--- src/rtl/div_issue_ctrl.sv ---
// div_issue_ctrl: issues RISC-V M-extension divide/remainder ops to a
// multi-cycle 64-bit divider. Divide-by-zero and signed overflow are resolved
// locally. Otherwise the divider handshake is driven with operands held stable,
// and the result is held until writeback takes it.
`timescale 1ns/1ps
module div_issue_ctrl #(
  parameter int DATA_W = 64
) (
  input  logic              clk,
  input  logic              reset,
  input  logic              flush,
  input  logic              op_valid,
  output logic              op_ready,
  input  logic [1:0]        op_sel,
  input  logic              op_w,
  input  logic [DATA_W-1:0] src1,
  input  logic [DATA_W-1:0] src2,
  output logic              res_valid,
  input  logic              res_ready,
  output logic [DATA_W-1:0] result,
  input  logic              div_ready,
  input  logic              div_out_valid,
  input  logic [DATA_W-1:0] div_quot,
  input  logic [DATA_W-1:0] div_rema,
  output logic              div_valid,
  output logic              div_signed,
  output logic              div_w,
  output logic              div_flush,
  output logic [DATA_W-1:0] div_dividend,
  output logic [DATA_W-1:0] div_divisor
);

  typedef enum logic [1:0] {
    S_IDLE = 2'd0,
    S_WAIT = 2'd1,
    S_RESP = 2'd2
  } state_e;

  localparam logic [DATA_W-1:0] MOST_NEG = {1'b1, {(DATA_W-1){1'b0}}};

  state_e            state_q;
  logic [1:0]        op_sel_q;
  logic              op_w_q;
  logic [DATA_W-1:0] src1_q;
  logic [DATA_W-1:0] src2_q;
  logic [DATA_W-1:0] result_q;
  logic              res_valid_q;

  logic              accept;
  logic              b_zero;
  logic              s_ovf;
  logic [DATA_W-1:0] spec_res_d;
  logic [DATA_W-1:0] div_res_d;

  // W results are always the low word sign-extended, even for DIVUW/REMUW.
  function automatic logic [DATA_W-1:0] sext_w(input logic [31:0] v);
    return {{(DATA_W-32){v[31]}}, v};
  endfunction

  // Result of a locally resolved op: divide-by-zero or signed overflow.
  function automatic logic [DATA_W-1:0] special_result(
    input logic              is_rem,
    input logic              is_w,
    input logic [DATA_W-1:0] a,
    input logic              zero_div
  );
    logic [DATA_W-1:0] raw;
    if (zero_div) raw = is_rem ? a : '1;
    else          raw = is_rem ? '0 : a;
    return is_w ? sext_w(raw[31:0]) : raw;
  endfunction

  // Accept only when idle, the divider is idle and nothing is being flushed.
  // While reset is held, op_ready is forced low as well.
  always_comb begin
    op_ready = reset & (state_q == S_IDLE) & div_ready & ~flush;
    accept   = op_valid & op_ready;
  end

  // Special-case detection on the effective operand width of the incoming op.
  always_comb begin
    b_zero     = op_w ? (src2[31:0] == 32'd0) : (src2 == '0);
    s_ovf      = ~op_sel[0] & (op_w ? ((src1[31:0] == 32'h8000_0000) && (&src2[31:0]))
                                    : ((src1 == MOST_NEG) && (&src2)));
    spec_res_d = special_result(op_sel[1], op_w, src1, b_zero);
    div_res_d  = op_sel_q[1] ? div_rema : div_quot;
    if (op_w_q) div_res_d = sext_w(div_res_d[31:0]);
  end

  // Divider request is live only in WAIT, so the divider never restarts on its own.
  always_comb begin
    div_valid    = (state_q == S_WAIT);
    div_signed   = div_valid & ~op_sel_q[0];
    div_w        = div_valid & op_w_q;
    div_flush    = flush;
    div_dividend = src1_q;
    div_divisor  = src2_q;
    res_valid    = res_valid_q;
    result       = result_q;
  end

  // Control FSM with op capture and registered result; flush wins over everything.
  always_ff @(posedge clk or negedge reset) begin
    if (!reset) begin
      state_q     <= S_IDLE;
      op_sel_q    <= 2'b00;
      op_w_q      <= 1'b0;
      src1_q      <= '0;
      src2_q      <= '0;
      result_q    <= '0;
      res_valid_q <= 1'b0;
    end else if (flush) begin
      state_q     <= S_IDLE;
      res_valid_q <= 1'b0;
    end else begin
      case (state_q)
        S_IDLE: begin
          if (accept) begin
            op_sel_q <= op_sel;
            op_w_q   <= op_w;
            src1_q   <= src1;
            src2_q   <= src2;
            if (b_zero || s_ovf) begin
              result_q    <= spec_res_d;
              res_valid_q <= 1'b1;
              state_q     <= S_RESP;
            end else begin
              state_q <= S_WAIT;
            end
          end
        end
        S_WAIT: begin
          if (div_out_valid) begin
            result_q    <= div_res_d;
            res_valid_q <= 1'b1;
            state_q     <= S_RESP;
          end
        end
        S_RESP: begin
          if (res_ready) begin
            res_valid_q <= 1'b0;
            state_q     <= S_IDLE;
          end
        end
        default: begin
          res_valid_q <= 1'b0;
          state_q     <= S_IDLE;
        end
      endcase
    end
  end

endmodule

--- config.mk ---
export PLATFORM = sky130hd
export DESIGN_NAME = div_issue_ctrl
export DESIGN_NICKNAME = d
export VERILOG_FILES = /design/src/rtl/div_issue_ctrl.sv
export SDC_FILE = /design/constraint.sdc
export NUM_CORES = 1
export LEC_CHECK = 0
export CELL_PAD_IN_SITES_DETAIL_PLACEMENT = 0
export CELL_PAD_IN_SITES_GLOBAL_PLACEMENT = 1
export CORE_MARGIN = 8
export CORE_UTILIZATION = 31
export CTS_BUF_LIST = sky130_fd_sc_hd__clkbuf_4
export CTS_CLUSTER_DIAMETER = 30
export DETAILED_ROUTE_END_ITERATION = 10
export PLACE_DENSITY_LB_ADDON = 0.3
export SLEW_MARGIN = 20
export SYNTH_ARGS = -nofsm -noshare
export SYNTH_HDL_FRONTEND = slang
export SYNTH_SLANG_ARGS = --single-unit
--- constraint.sdc ---
create_clock -name clk -period 2.86 [get_ports clk]
set_input_delay 0.572 -clock clk [delete_from_list [all_inputs] [get_ports clk]]
set_output_delay 0.572 -clock clk [all_outputs]
set_load 0.05 [all_outputs]
==> impl_metrics.csv <==
group,metric,value,unit
routing,wl,45.4,mm
critical_path,r2r-end,"result[10]",
cells_and_area,mostFrequentLayoutCells,"437 x clkdlybuf4s50_1, 426 x nand2_1, 197 x dfrtp_1, 158 x buf_4, 94 x mux2i_1",
sta,fin_ws,-0.186,ns
critical_path,crit_fanout,7,
cells_and_area,n_fill_cell,2976,
sta,min_period,3.05,ns
critical_path,path_class,"in2reg",
clocking,clk_latency,0.60,ns
cells_and_area,mostFrequentLayoutCell,"clkdlybuf4s50_1",
synth,synthesis.area,10000,um^2
sta,min_period_over_period,106,%
floorplanning,io_pins,464,
critical_path,rr_startpoint,"state_q[1]",
sta,hold_violations,0,
synth,synthCells,1091,
cells_and_area,area_growth,70.6,%
global_route,grt.total_usage,22.9,%
routing,wl_per_cell,21.6,um
power,p_leak,7.86,nW
clocking,cts_tree,"done",
sta,max_freq,328,MHz
synth,yosys_warnings,0,
synth,postSynth.asyncResetShare,100,%
routing,via_per_inst,4.91,
sta,setup_violations,64,
clocking,htree_levels,4,
cells_and_area,final_area,17100,um^2
routing,via_count,10300,
floorplanning,initial_core_util,31.1,%
floorplanning,core,32200,um^2
sta,fin_skew,0.0264,ns
outcome,violations,"setup timing",
synth,ys_seq_area_share,49.4,%
cells_and_area,drive_gt1_share,17.1,%
outcome,status,"complete, but fails checks",
placement,dp_slack,-1.18,ns
placement,dp_hpwl,33.8,mm
critical_path,rr_worst_depth,9,
sta,worst_pin_slew,0.817,ns
placement,port-buffer-count,463,
clocking,clock_path_buffers,2,
floorplanning,dieArea,38400,um^2
critical_path,crit_required,3.34,ns
placement,gp_congestion,0.873,
power,vdd_ir_drop_max,0.000386,V
synth,synth_ff_type,"dfrtp_1",
critical_path,cp-endpoint,"result[10]",
power,power.total,9.27,mW
critical_path,rrSetupSlack,0.49,ns
floorplanning,die_h,196,um
min_path,hold_depth,3,
sta,fin_tns_setup,-6.89,ns
clocking,cts_buffers,17,
synth,ys_types,40,
sta,max_slew_margin,45.5,%
synth,syn-num-nets,1357,
global_route,antenna_found_initial,4,
sta,rsz0062_at_grt,"true",
critical_path,cp-end-kind,"flop",
global_route,grt_max_degree,134,
routing,post-route-drc-count,0,
synth,syn_avg_cell_area,9.19,um^2
clocking,clock-sinks,198,
min_path,worst_hold_path_type,"in2reg",
critical_path,worst_setup_path_start_kind,"primary input",
routing,antenna_left,0,
synth,synth-seq-cells,198,
cells_and_area,fin_nets,1946,
floorplanning,die_x,196,um
critical_path,critPathArrivalTime,3.53,ns
flow_run,maxCapViolCount,0,
power,power_density,542,nW/um^2
cells_and_area,fin_cells,2103,
cells_and_area,multi_input_area,4840,um^2
global_route,grt_first_pass_wirelength,67.5,mm
cells_and_area,fin_util,53.1,%
global_route,grt_overflow_total,0,
clocking,cts-root-buf,"clkbuf_4",
clocking,clk_pin_slew,0.18,ns
floorplanning,rows,66,
placement,place_inst,2053,
placement,dpl_cell_area,16400,um^2
routing,dr.pass1.iters,5,
routing,drtIter0Drc,582,
cells_and_area,seq_area,4960,um^2
global_route,grt_pass1_vias,10800,
sta,maxSlewViolCount,0,
sta,hold_ws,0.166,ns
critical_path,setup.worst_path.start,"src1[48]",
synth,synth_edf_count,0,
[layer usage]
metal / global-route usage (%) / vias up / wire, um
met5: 0 / - / 41
met4: 6.93 / 6 / 1150
met3: 7.64 / 53 / 3660
met2: 38.1 / 415 / 21800
met1: 27.9 / 4946 / 18700
li1: - / 4901 / -
[kinds of logic (layout without fill, tap and decap cells)]
| family | count (synthesis) | in the layout | synth area share [%] |
|---|---|---|---|
| simple gates | 508 | 508 | 21.4 |
| compound gates | 111 | 111 | 8.04 |
| other cells | 0 | 2 | 0 |
| mux | 128 | 128 | 13.2 |
| flops | 198 | 198 | 49.4 |
| fa+ha+maj | 32 | 32 | 3.19 |
| buf+inv | 114 | 716 | 4.79 |
[worst min-delay path by stage]
stage / from / endpoint / slack, ns
6_report: src1[2] / div_dividend[2] / 0.17
5_1_grt: src1[2] / div_dividend[2] / 0.10
4_1_cts: src1[2] / div_dividend[2] / 0.13
3_5_place_dp: div_dividend[56] / div_dividend[56] / 0.46
3_3_place_gp: div_divisor[22] / div_divisor[22] / 0.46
2_1_floorplan: reset / div_dividend[0] / 0.28
[report_power, final]
| part | switching (mW) | internal, mW | total [mW] |
|---|---|---|---|
| Combinational | 2.66 | 1.58 | 4.24 |
| Clock | 1.06 | 0.466 | 1.52 |
| Sequential | 0.270 | 3.24 | 3.51 |
[registers in the layout (all words and copies together), names as in the netlist]
name and count:
div_dividend 64, div_divisor 64, op_sel_q 2, op_w_q 1
res_valid 1, result 64, state_q 2
[cells in the mapped netlist, types with 2 or more instances]
cell type  number  area share [%]
o221ai_1       31             2.7
o31a_1          2            0.17
buf_6           4            0.45
maj3_1         32             3.2
nor4_1         31             1.9
mux2_2         27             3.0
o211ai_1       32             2.4
clkbuf_1       65             2.4
dfrtp_1       198              49
buf_1           4            0.15
o21ai_0        35             1.7
buf_4           3            0.22
nand4_1        20             1.2
mux2i_1        95             9.5
inv_1          37             1.4
a21oi_1         2            0.10
mux2_1          6            0.67
nor4b_1         4            0.35
nor2_1          8            0.30
nand2_1       427              16
and4b_1         2            0.20
and2_1          3            0.19
or4bb_1         2            0.22
nand3_1         2            0.10
or4_1           3            0.22
a31oi_1         2            0.12
[area by class of cell]
type | count | share of cell area (%)
Tap cell | 408 | 2.98
Clock inverter | 13 | 0.709
Timing Repair Buffer | 647 | 37.4
Multi-Input combinational cell | 779 | 28.3
Antenna cell | 2 | 0.0293
Inverter | 37 | 0.812
Sequential cell | 198 | 29.0
Clock buffer | 19 | 0.834
[critical path, cell delays in order]
cell,delay (ns)
clkdlybuf4s50_1,0.45
nor4_2,0.43
buf_4,0.18
nand4_1,0.10
nor2_1,0.27
buf_4,0.18
nand4_2,0.14
a2111oi_4,0.40
buf_6,0.16
buf_12,0.10
buf_12,0.11
buf_16,0.14
mux2_4,0.30
[what timing repair did]
item                                   4_1_cts  5_1_grt
resized for setup                           83       20
setup buffers                               11        1
cloned                                       5        2
hold buffers                                 1        0
pin swaps                                    8        7
setup endpoints to repair                   66       69
endpoints found under the hold margin        2        0
Note: power is estimated with default switching activity, not from simulation.
